$ cat src/rtl/audio_pdm_out.sv
// audio_pdm_out: sample strobe generator, sample capture, click-free gain ramp and 1-bit PDM modulator
//   clock      in   system clock
//   reset      in   asynchronous active-high reset
//   enable     in   audio on request (level)
//   sample_in  in   4-bit mixed sample from the sound generator
//   sample_ena out  one-cycle strobe at SAMPLE_RATE average rate
//   pdm_out    out  registered pulse-density audio bit
//   active     out  high whenever the ramp FSM is not OFF
//   gain       out  current 4-bit ramp gain
// Build option: define AUDIO_DITHER_EN to add 2-bit LFSR dither into the modulator.
module audio_pdm_out #(
   parameter int CLK_HZ      = 25000000,
   parameter int SAMPLE_RATE = 16384,
   parameter int ACC_W       = 24
) (
   input  logic       clock,
   input  logic       reset,
   input  logic       enable,
   input  logic [3:0] sample_in,
   output logic       sample_ena,
   output logic       pdm_out,
   output logic       active,
   output logic [3:0] gain
);
   localparam longint INC_L = ((longint'(SAMPLE_RATE) << ACC_W) + longint'(CLK_HZ / 2)) / longint'(CLK_HZ);
   localparam logic [ACC_W-1:0] INC = ACC_W'(INC_L);
   typedef enum logic [1:0] {OFF, RAMP_UP, ON, RAMP_DOWN} state_t;
   logic [ACC_W-1:0] acc_q, acc_d;
   logic             carry;
   logic             sample_ena_q, ena_q, active_q, pdm_q;
   logic [3:0]       latch_q, gain_q, gain_d;
   logic [7:0]       macc_q, level;
   logic [8:0]       sum;
   logic [1:0]       dither;
   state_t           state_q, state_d, dir;
   assign {carry, acc_d} = {1'b0, acc_q} + {1'b0, INC};
   assign level = {4'b0, latch_q} * {4'b0, gain_q};
   assign sum = {1'b0, macc_q} + {1'b0, level} + {7'b0, dither};
`ifdef AUDIO_DITHER_EN
   logic [7:0] lfsr_q;
   // Right-shifting Galois form of x^8+x^6+x^5+x^4+1
   always_ff @(posedge clock or posedge reset)
      if (reset) lfsr_q <= 8'hA5;
      else lfsr_q <= {1'b0, lfsr_q[7:1]} ^ (lfsr_q[0] ? 8'hB8 : 8'h00);
   assign dither = state_q == OFF ? 2'b00 : lfsr_q[1:0];
`else
   assign dither = 2'b00;
`endif
   // dir is the state after the enable-driven transition; the strobe step then
   // follows dir, so a reversal and a strobe in one cycle move the new way.
   always_comb begin
      dir = state_q == OFF ? (enable ? RAMP_UP : OFF) :
            state_q == RAMP_DOWN ? (enable ? RAMP_UP : RAMP_DOWN) :
            (enable ? state_q : RAMP_DOWN);
      gain_d = !sample_ena_q ? gain_q :
               (dir == RAMP_UP && gain_q != 4'd15) ? gain_q + 4'd1 :
               (dir == RAMP_DOWN && gain_q != 4'd0) ? gain_q - 4'd1 : gain_q;
      state_d = (dir == RAMP_UP && gain_d == 4'd15) ? ON :
                (dir == RAMP_DOWN && gain_d == 4'd0) ? OFF : dir;
   end
   always_ff @(posedge clock or posedge reset)
      if (reset) begin
         acc_q        <= '0;
         sample_ena_q <= 1'b0;
         ena_q        <= 1'b0;
         latch_q      <= 4'd0;
         gain_q       <= 4'd0;
         state_q      <= OFF;
         active_q     <= 1'b0;
         macc_q       <= 8'd0;
         pdm_q        <= 1'b0;
      end else begin
         acc_q        <= acc_d;
         sample_ena_q <= carry;
         ena_q        <= sample_ena_q;
         // One cycle after the strobe so the generator's strobe-edge update is taken
         if (ena_q) latch_q <= sample_in;
         gain_q       <= gain_d;
         state_q      <= state_d;
         active_q     <= state_d != OFF;
         macc_q       <= state_q == OFF ? 8'd0 : sum[7:0];
         pdm_q        <= state_q != OFF && sum[8];
      end
   assign sample_ena = sample_ena_q;
   assign pdm_out    = pdm_q;
   assign active     = active_q;
   assign gain       = gain_q;
endmodule

$ cat config.mk
export PLATFORM = sky130hd
export DESIGN_NAME = audio_pdm_out
export DESIGN_NICKNAME = d
export VERILOG_FILES = /design/src/rtl/audio_pdm_out.sv
export SDC_FILE = /design/constraint.sdc
export NUM_CORES = 1
export LEC_CHECK = 0
export BUFFER_PORTS_ARGS = -buffer_cell sky130_fd_sc_hd__buf_2
export CAP_MARGIN = 40
export CORE_MARGIN = 3
export CORE_UTILIZATION = 25
export DETAILED_ROUTE_END_ITERATION = 8
export HOLD_SLACK_MARGIN = 0.15
export PLACE_DENSITY = 0.35
export SYNTH_ARGS = -nofsm -noshare
export SYNTH_HDL_FRONTEND = slang
export SYNTH_SLANG_ARGS = --single-unit
$ cat constraint.sdc
create_clock -name clock -period 8.8 [get_ports clock]
set_input_delay 0.44 -clock clock [delete_from_list [all_inputs] [get_ports clock]]
set_output_delay 0.44 -clock clock [all_outputs]
set_load 0.02 [all_outputs]
==> summary.txt <==
Run status
  • Status: completed

Finish
  • Fillers: around 1.1k
  • Fraction of layout cells with a size suffix above 1: 0.130
  • Final #Nets: 312
  • Layout Utilization: 0.295
  • Post-Layout Inst Area: between 0.003 and 0.004 mm^2
  • P&R area growth vs syn: 13.4%
  • Number of diodes: 0
  • Final Non-Filler Cells: ~410

Yosys
  • Top post-synthesis cells by area: dfrtp_1 43%, ha_1 9.2%, fa_1 6.7%
  • Main combinational cell family by area after synthesis: adder cells
  • Mux contribution to synthesized area: 0.0166
  • Synth Register Bits: 46
  • Most frequent cell after synthesis: dfrtp_1
  • Share of the synthesized area in the top cell type: 0.425
  • Ys async rst share: 1.00
  • Avg Inst Size Synth: about 11 um^2
  • Post-Synth XOR/XNOR Area: 0.101
  • Unique cell type count in the Yosys netlist: between 40 and 50
  • Synth cell count leaders: 46 x dfrtp_1, 32 x inv_1, 20 x ha_1
  • Syn nets: a little under 300
  • Post-synthesis sequential area ratio: 0.425
  • EDFF count, synth: 0
  • Simple-Gate Fraction of Synth Area: 0.154
  • Yosys warns: 0
  • Post-synthesis compound-gate area fraction: 0.0902
  • Synth Area in Adders: 0.159
  • Cell taking the most area after synthesis: dfrtp_1
  • Synthesized instance count: roughly 260
  • Most used DFF post-synth: dfrtp_1
  • Cell Area, Synth: roughly 0.0027 mm^2

Critical path
  • Internal reg-to-reg setup slack: between 5000 and 6000 ps
  • Worst Setup SP: gain[3]
  • Setup Crit Path Kind: reg2reg
  • Worst r2r src: gain[3]
  • Crit path DAT: 3960 ps
  • CP Launch Type: flop
  • CP required: 8990 ps
  • Critical path peak fanout: 10
  • Critical Path End Type: flop

Floorplanning
  • Die W: 110 um
  • Initial Util: 0.260
  • Chip height: approximately 110 um
  • Io pins: 14
  • Core Box Area: roughly 0.010 mm^2
  • Placement Rows: 37
  • DIE AREA: around 0.012 mm^2

Worst hold path
  • HP Class: in2reg
  • HP Start: sample_in[0]

Timing
  • Max-slew violation count: 0
  • Slew @ Worst Pin: approximately 520 ps
  • Hold Vio Cnt, Final: 0
  • Rel. slew slack: 0.651
  • Clock Skews: roughly 8 ps
  • RSZ-0062 raised after global routing: false
  • Period minus WS final: roughly 3800 ps
  • Fmax: approximately 0.27 GHz
  • Final period utilization: 0.428
  • Fin Setup TNS: 0 ps
  • Setup violators final: 0

Detailed routing
  • Residual DRC count: 0
  • DR pass1 iterations: 4
  • Routed Antenna Nets: 0
  • DR iter-0 viols: 38
  • Routed vias: 1763
  • Via density: approximately 4.3
  • Wire length per cell: 12.2 um
  • Total length of routed wires: roughly 5000 um

GRT
  • Vias in the first global route: 1777
  • M2 GR Usage: 0.140
  • Initial antenna violation count: 0
  • Most used routing layer: met2
  • Met3 global-route usage: 0.0221
  • Largest net degree at the start of global routing: 31
  • First-pass GRT wire length: just under 9000 um
  • Grt total ovfl: 0
  • Routing usage on met1: 0.137
  • Total GRT Usage: 0.0939

Clock tree
  • Clk pin slew, worst setup/hold paths: 100 ps
  • CTS tree: yes
  • Clock Path Buffers: 2
  • CTS H-Tree Depth: 2
  • Post-CTS setup buffer count: 0
  • Clock Sinks: 46
  • CTS buffer count: 5
  • Worst skew pair latency: approximately 300 ps
  • Root buffer cell: clkbuf_8

Power
  • Switch Pwr: 86.2 uW
  • Reg power frac: 0.549
  • Internal Power: 301 uW
  • Switch share: 0.223
  • Pwr dens: between 100 and 150 mW/mm^2
  • Maximum VDD drop: 49.3 uV
  • Comb pwr share: 0.031
  • Clock Power Share: 0.420
  • Leakage: ~0.0015 uW

Place
  • Routability Congestion: slightly above 0.7
  • DP Area: ~0.003 mm^2
  • PortBufs: 13
  • Post-DP HPWL: 3800 um
  • Cells after DPL: about 400

Run
  • Max_cap viols: 0
[cells by family after synthesis]
kind of cell	Yosys count
flip-flops	46
AND/OR/NAND/NOR	78
AO/OA/AOI/OAI	34
XOR/XNOR	29
buffers and inverters	37
adder cells (fa/ha/maj)	29
multiplexers	4
[cells in the final DEF, fill, tap and decap left out, types with 2 or more instances in the layout]
cell	synthesis	routed
a21o_1	3	3
a21oi_1	6	6
and2_1	12	12
and3_1	6	6
buf_2	0	13
clkbuf_8	0	5
dfrtp_1	46	46
fa_1	9	9
ha_1	20	20
inv_1	32	31
inv_2	1	2
mux2_2	4	4
nand2_1	13	13
nand2b_1	3	3
nand3_1	5	5
nor2_1	18	18
nor2b_1	6	6
nor3_1	5	5
nor4_1	3	3
o21a_1	3	3
o21ai_0	5	5
o21ai_1	4	4
o32ai_1	3	3
xnor2_1	19	19
xor2_1	9	9
[final cells by class]
type / instances / area [um^2] / area share
flip-flops and latches: 46 / 1150 / 0.375
clock inverters: 3 / 43.8 / 0.0143
repair buffers: 16 / 103 / 0.0334
clock buffers: 5 / 68.8 / 0.0224
well taps: 136 / 170 / 0.0554
multi-input cells: 174 / 1410 / 0.459
inverters: 33 / 124 / 0.0404
[path summary, 6_finish.rpt]
| check | endpoint | cells after the start |
|---|---|---|
| worst max register to register | macc_q[7] | 13 |
| max in group asynchronous | macc_q[1] | 4 |
| worst min register to register | acc_q[0] | 1 |
| worst max-delay path | macc_q[7] | 13 |
| worst min-delay path | latch_q[0] | 2 |
| min in group asynchronous | acc_q[22] | 3 |
[per-stage QoR]
stage / hold WS (ps) / setup slack, ps / power, uW
after global routing: 361 / 4770 / 408
final: 364 / 5040 / 388
after global placement: 454 / 5050 / 228
after floorplan: 430 / 5080 / 224
after detailed placement: 448 / 5040 / 230
after CTS: 356 / 5020 / 399
[critical path: stages (launching register included)]
cell	delay, ps
dfrtp_1	600
nand2_1	150
fa_1	530
fa_1	520
fa_1	510
inv_1	40
ha_1	310
nor2b_1	150
o21ai_0	170
nand2b_1	110
a21o_1	180
a21oi_1	160
xor2_1	160
nor2_1	60
[power groups by stage]
stage	registers, uW	clock network [uW]	logic, uW
floorplan	217	0	7.68
global placement	217	0	11.3
detailed placement	217	0	12.4
CTS	213	173	12.8
global route	213	181	13.9
finish	213	163	12.0
[state kept, by name, indices dropped and copies added (netlist names)]
name	cells
acc_q	24
macc_q	8
gain	4
latch_q	4
state_q	2
active	1
ena_q	1
pdm_out	1
sample_ena	1
[routing by layer]
metal	wire length, um	vias up
met1	2520	855
li1	-	883
met5	0	-
met4	33	0
met2	2330	23
met3	162	2
[what timing repair did]
action                    CTS  global route
hold endpoints to repair   16             0
gates resized for setup     0             0
hold buffers                1             0
Note: power is estimated with default switching activity, not from simulation.
